File: config.mk
export PLATFORM = sky130hd
export DESIGN_NAME = riv_fifo_rd_arbiter_flat
export DESIGN_NICKNAME = d
export VERILOG_FILES = /design/src/rtl/riv_fifo_rd_arbiter_if.sv /design/src/rtl/riv_fifo_rd_arbiter.sv /design/src/flat_wrapper.sv
export SDC_FILE = /design/constraint.sdc
export NUM_CORES = 1
export LEC_CHECK = 0
export ABC_CLOCK_PERIOD_IN_PS = 2400
export BUFFER_PORTS_ARGS = -buffer_cell sky130_fd_sc_hd__buf_2
export CORE_ASPECT_RATIO = 0.5
export CORE_UTILIZATION = 40
export CTS_BUF_LIST = sky130_fd_sc_hd__clkbuf_8
export CTS_CLUSTER_DIAMETER = 50
export DETAILED_ROUTE_END_ITERATION = 8
export PLACE_DENSITY_LB_ADDON = 0.15
export RECOVER_POWER = 25
export SYNTH_ARGS = -nofsm -noshare
export SYNTH_HDL_FRONTEND = slang
export SYNTH_SLANG_ARGS = --single-unit
File: constraint.sdc
create_clock -name clk -period 2.4 [get_ports clk]
set_clock_uncertainty 0.15 [all_clocks]
set_input_delay 0.24 -clock clk [delete_from_list [all_inputs] [get_ports clk]]
set_output_delay 0.24 -clock clk [all_outputs]
set_load 0.005 [all_outputs]
File: src/rtl/riv_fifo_rd_arbiter_if.sv
// Handshake bundle between the read-side arbiter, the FIFO read ports it
// drains, and the downstream valid/ready consumer.
interface riv_fifo_rd_arbiter_if #(
    parameter int NUM_FIFOS  = 4,
    parameter int DATA_WIDTH = 32,
    parameter int SRC_WIDTH  = $clog2(NUM_FIFOS)
);
    logic [NUM_FIFOS-1:0]            fifo_empty;
    logic [NUM_FIFOS*DATA_WIDTH-1:0] fifo_rdata;
    logic [NUM_FIFOS-1:0]            fifo_ren;
    logic                            m_valid;
    logic                            m_ready;
    logic [DATA_WIDTH-1:0]           m_data;
    logic [SRC_WIDTH-1:0]            m_src;
    logic                            m_last;

    // Arbiter side
    modport master (
        input  fifo_empty, fifo_rdata, m_ready,
        output fifo_ren, m_valid, m_data, m_src, m_last
    );

    // FIFO / consumer side
    modport slave (
        output fifo_empty, fifo_rdata, m_ready,
        input  fifo_ren, m_valid, m_data, m_src, m_last
    );
endinterface

File: src/rtl/riv_fifo_rd_arbiter.sv
// Round-robin read scheduler: grants one non-empty, unmasked FIFO at a time
// for up to MAX_BURST pops and funnels the words into a one-entry output
// register with valid/ready handshake.
module riv_fifo_rd_arbiter #(
    parameter int NUM_FIFOS  = 4,
    parameter int DATA_WIDTH = 32,
    parameter int MAX_BURST  = 16
) (
    input  logic                 clk,
    input  logic                 rst_n,
    input  logic                 enable,
    input  logic [NUM_FIFOS-1:0] fifo_mask,
    riv_fifo_rd_arbiter_if.master bus,
    output logic                 busy
);
    localparam int SW = $clog2(NUM_FIFOS);
    localparam int CW = $clog2(MAX_BURST) + 1;

    typedef enum logic {IDLE, BURST} state_t;

    state_t                state;
    logic [SW-1:0]         grant;
    logic [SW-1:0]         rr_ptr;
    logic [CW-1:0]         burst_cnt;
    logic                  m_valid_r;
    logic [DATA_WIDTH-1:0] m_data_r;
    logic [SW-1:0]         m_src_r;
    logic                  m_last_r;

    logic                  hit;
    logic [SW-1:0]         pick;
    logic                  pop;
    logic                  last_pop;
    logic [DATA_WIDTH-1:0] sel_data;
    logic [NUM_FIFOS-1:0]  ren;

    // Find the first eligible FIFO after rr_ptr, wrapping around
    always_comb begin
        logic [SW-1:0] idx;
        hit  = 1'b0;
        pick = '0;
        idx  = '0;
        for (int unsigned k = 1; k <= NUM_FIFOS; k++) begin
            idx = SW'((32'(rr_ptr) + k) % NUM_FIFOS);
            if (!hit && !bus.fifo_empty[idx] && !fifo_mask[idx]) begin
                hit  = 1'b1;
                pick = idx;
            end
        end
    end

    // Pop qualification, read-data mux and one-hot read-enable decode
    always_comb begin
        pop = (state == BURST) && enable && !fifo_mask[grant] &&
              !bus.fifo_empty[grant] && (!m_valid_r || bus.m_ready);
        last_pop = (burst_cnt == CW'(MAX_BURST - 1));
        sel_data = '0;
        for (int unsigned i = 0; i < NUM_FIFOS; i++) begin
            if (grant == SW'(i)) begin
                sel_data = bus.fifo_rdata[i*DATA_WIDTH +: DATA_WIDTH];
            end
        end
        ren = '0;
        if (pop) begin
            ren[grant] = 1'b1;
        end
    end

    // Grant FSM, burst counting and output register
    always_ff @(posedge clk or negedge rst_n) begin
        if (!rst_n) begin
            state     <= IDLE;
            grant     <= '0;
            rr_ptr    <= SW'(NUM_FIFOS - 1);
            burst_cnt <= '0;
            m_valid_r <= 1'b0;
            m_data_r  <= '0;
            m_src_r   <= '0;
            m_last_r  <= 1'b0;
        end else begin
            case (state)
                IDLE: begin
                    if (enable && hit) begin
                        grant     <= pick;
                        burst_cnt <= '0;
                        state     <= BURST;
                    end
                end
                BURST: begin
                    // A pop already implies enable, unmasked and non-empty, so
                    // the else branch covers every non-cap exit reason.
                    if (pop) begin
                        burst_cnt <= burst_cnt + 1'b1;
                        if (last_pop) begin
                            state  <= IDLE;
                            rr_ptr <= grant;
                        end
                    end else if (!enable || fifo_mask[grant] || bus.fifo_empty[grant]) begin
                        state  <= IDLE;
                        rr_ptr <= grant;
                    end
                end
                default: state <= IDLE;
            endcase

            if (pop) begin
                m_valid_r <= 1'b1;
                m_data_r  <= sel_data;
                m_src_r   <= grant;
                m_last_r  <= last_pop;
            end else if (bus.m_ready) begin
                m_valid_r <= 1'b0;
            end
        end
    end

    assign bus.fifo_ren = ren;
    assign bus.m_valid  = m_valid_r;
    assign bus.m_data   = m_data_r;
    assign bus.m_src    = m_src_r;
    assign bus.m_last   = m_last_r;
    assign busy         = (state == BURST);

endmodule

File: src/flat_wrapper.sv
// flat-port wrapper written by rule: the top's interface ports become plain ports
module riv_fifo_rd_arbiter_flat 
#(
    parameter int NUM_FIFOS  = 4,
    parameter int DATA_WIDTH = 32,
    parameter int MAX_BURST  = 16
)
  (clk, rst_n, enable, fifo_mask, busy, bus_fifo_empty, bus_fifo_rdata, bus_m_ready, bus_fifo_ren, bus_m_valid, bus_m_data, bus_m_src, bus_m_last);
  riv_fifo_rd_arbiter_if #(.NUM_FIFOS(NUM_FIFOS), .DATA_WIDTH(DATA_WIDTH)) bus_i ();
  input  logic clk;
  input  logic rst_n;
  input  logic enable;
  input  logic [NUM_FIFOS-1:0] fifo_mask;
  output logic busy;
  input wire logic [$bits(bus_i.fifo_empty)-1:0] bus_fifo_empty;
  input wire logic [$bits(bus_i.fifo_rdata)-1:0] bus_fifo_rdata;
  input wire logic [$bits(bus_i.m_ready)-1:0] bus_m_ready;
  output wire logic [$bits(bus_i.fifo_ren)-1:0] bus_fifo_ren;
  output wire logic [$bits(bus_i.m_valid)-1:0] bus_m_valid;
  output wire logic [$bits(bus_i.m_data)-1:0] bus_m_data;
  output wire logic [$bits(bus_i.m_src)-1:0] bus_m_src;
  output wire logic [$bits(bus_i.m_last)-1:0] bus_m_last;
  assign bus_i.fifo_empty = bus_fifo_empty;
  assign bus_i.fifo_rdata = bus_fifo_rdata;
  assign bus_i.m_ready = bus_m_ready;
  assign bus_fifo_ren = bus_i.fifo_ren;
  assign bus_m_valid = bus_i.m_valid;
  assign bus_m_data = bus_i.m_data;
  assign bus_m_src = bus_i.m_src;
  assign bus_m_last = bus_i.m_last;
  riv_fifo_rd_arbiter #(.NUM_FIFOS(NUM_FIFOS), .DATA_WIDTH(DATA_WIDTH), .MAX_BURST(MAX_BURST)) u_core (.clk(clk), .rst_n(rst_n), .enable(enable), .fifo_mask(fifo_mask), .bus(bus_i), .busy(busy));
endmodule
==> flow_summary.ini <==
[status]
outcome = finished, final reports clean

[detailed_routing]
wire_per_inst_um = 14.97
dr_total_vias = 2385
wl_um = 7021
drtPass1Iterations = 4
drcViolationCount = 0
drtAntennaViolNets = 0
viasPerCell = 5.085
drt_iter0_drc = 51

[synthesis]
yosysTopAreaCellShare = 0.3753
synth_async_sr_flop_share = 1.000
seq_area_frac_synth = 0.3932
synth_common_cells = dfrtp_1, mux2_4, mux4_2
ys_ff_latch = 46
yosys-top-cells-area = dfrtp_1, mux4_2, mux2_4, buf_6, dfstp_2
synth-simple-area-share = 0.06354
synth_edf_count = 0
syn_inst = 189
yosysWarnings = 0
syn_area_um2 = 2934
syn_nets = 331
synth-compound-area-share = 0.05373
synthMuxAreaShare = 0.4435
yosysMostFrequentCell = dfrtp_1
synth_top_family_by_area = multiplexers
synth.largest_area_cell = dfrtp_1
synthXorXnorAreaFrac = 0
synth_area_per_cell_um2 = 15.52
synthFlopType = dfrtp_1
synthAdderAreaFrac = 0.008529
synth_cell_types = 38

[die]
dieHeight_um = 62.56
die_w_um = 123.1
dieArea_um2 = 7702
fp-row-count = 21
core-area_um2 = 6884
ios = 181
start_util = 0.4262

[sta]
layout_min_cycle_time_ns = 2.321
worst_slack_ns = 0.07909
slew_headroom = 0.4470
max_freq_ghz = 0.4309
worst_pin_slew_ns = 0.8296
setup_violations = 0
hold_viol = 0
rsz0062_at_grt = true
post-route-period-util = 0.9670
final_max_slew_viol_count = 0

[setup_path]
max_stage_delay_ns = 0.49
cp_slowest_cell = dfrtp_2
path_max_fanout = 9
cp.required_ns = 2.01
rr_startpoint = u_core.grant[1]
path_cells = o211ai_1 > o311ai_4 > nor3_4 > buf_6 > and3_1 > buf_2
r2r_slack_ns = 0.21
cp-start-kind = register
cp.arrival_ns = 1.93
critPathKind = reg -> out
worst-r2r-cell-count = 6
reg2reg_to = u_core.bus.m_src[0]
crit_path_end_kind = output pin

[clock_network]
htree_levels = 2
path_clk_slew_ns = 0.09
clock_latency_ns = 0.30
clockBufferDepth = 2
cts_tree = yes
cts.sinks = 46
numCtsBuffers = 5
cts_root_buf = clkbuf_8

[min_path]
hold_end = u_core.bus.m_valid
whs_path_depth = 3
hp-class = in -> reg
min_from = bus_m_ready

[cells_and_area]
syn_to_final_growth_pct = 38.25
nFillCells = 603
multi_input_area_um2 = 1670
nNetsFinal = 518
diodes = 0
final_util = 0.5892
drive_above_1_share = 0.6711
regArea_um2 = 1156

[grt]
grt_pass1_wl_um = 11160
grt.overflow.total = 0
grt_pass1_vias = 2421
grt_max_degree = 39
grt_antenna_before_repair = 0
gr-usage-all-layers = 0.1865

[placement]
place.gp.congestion = 0.8266
io_buffers = 180
dp_hpwl_um = 5399
place_ws_ns = 0.3246

[power]
p_comb_frac = 0.514
p_sw_mw = 1.229
pwr-share-clk = 0.126
p_int_mw = 2.518
seq_power_share = 0.360
switching_share = 0.3279
leakagePower_nw = 1.920
totalPowerFinal_mw = 3.747
ir_worst_vdd_mv = 0.3780
powerDensity_nw_per_um2 = 923.7

[job]
max_cap_viol_count = 0
==> cell type report <==
cell class                      count  share of cell area
Sequential cell                    46              0.2850
Clock inverter                      3            0.005244
Tap cell                           92             0.02838
Clock buffer                        5             0.01696
Inverter                            4            0.003701
Timing Repair Buffer              193              0.2489
Multi-Input combinational cell    126              0.4118
==> critical path, delay by kind of cell, from the launching register on <==
family / cells / cell delay (ns)
compound gates: 2 / 0.33
buf+inv: 2 / 0.31
flops: 1 / 0.49
simple gates: 2 / 0.50
==> routing by layer <==
layer  GRT usage  vias to the layer above  part of all wire
li1            -                     1129                 -
met1      0.2274                     1179              0.42
met2      0.3366                       75              0.51
met3     0.04927                        2             0.066
met4     0.02560                        0            0.0011
met5           0                        -                 0
==> power by group through the flow <==
stage	logic [mW]	registers (mW)	clock network, mW
2_1_floorplan	1.34	1.34	0
3_3_place_gp	1.94	1.35	0
3_5_place_dp	1.97	1.36	0
4_1_cts	2.01	1.35	0.499
5_1_grt	2.10	1.40	0.538
6_report	1.93	1.35	0.472
==> flip-flops by register name (all words and copies together) (netlist names) <==
signal              flops
u_core.bus.m_src        2
u_core.grant            2
u_core.rr_ptr           2
u_core.bus.m_last       1
u_core.bus.m_data      32
u_core.bus.m_valid      1
u_core.busy             1
u_core.burst_cnt        5
==> logic make-up after synthesis <==
logic type,Yosys count
and+or+nand+nor,33
buffers and inverters,17
adders and majority gates,2
AOI/OAI and AO/OA,18
DFF,46
muxes,73
==> metrics by stage <==
step | setup TNS (ns) | instances | hold WS, ns | area [um2]
6_report | 0 | 469 | 0.1149 | 4056
5_1_grt | -0.02110 | 469 | 0.1187 | 4056
4_1_cts | 0 | 468 | 0.09947 | 4078
3_5_place_dp | 0 | 457 | 0.2486 | 3938
3_3_place_gp | 0 | 457 | 0.2336 | 3938
2_1_floorplan | 0 | 189 | -0.2056 | 2934
==> placed cells by master (no fill, tap or decap), types with 3 or more instances in the layout <==
cell	synthesis	final
mux2i_1	4	4
buf_2	4	154
buf_4	1	9
clkbuf_8	0	5
a21oi_1	3	3
mux2_2	4	4
nor2_1	5	5
nor3_1	4	4
nand2_1	6	6
and3_1	3	3
mux4_2	32	32
clkbuf_1	3	24
inv_1	4	4
dfrtp_1	44	42
mux2_4	33	33
==> how the worst max path moves through the flow <==
| stage | from | endpoint | cells after the start |
|---|---|---|---|
| after CTS | u_core.grant[1] | bus_fifo_ren[0] | 6 |
| after global routing | u_core.grant[1] | bus_fifo_ren[2] | 6 |
| after detailed placement | u_core.grant[1] | bus_fifo_ren[0] | 6 |
| final | u_core.grant[1] | bus_fifo_ren[2] | 6 |
| after floorplan | u_core.grant[0] | bus_fifo_ren[0] | 6 |
| after global placement | u_core.burst_cnt[0] | u_core.rr_ptr[1] | 6 |
==> repair_timing <==
item	CTS	global route
hold buffers	1	0
setup buffers	1	1
resized for setup	0	1
endpoints found under the setup margin	1	3
hold endpoints to repair	34	0
gates cloned	1	0
pin swaps	1	1
(Power assumes the default switching activity.)
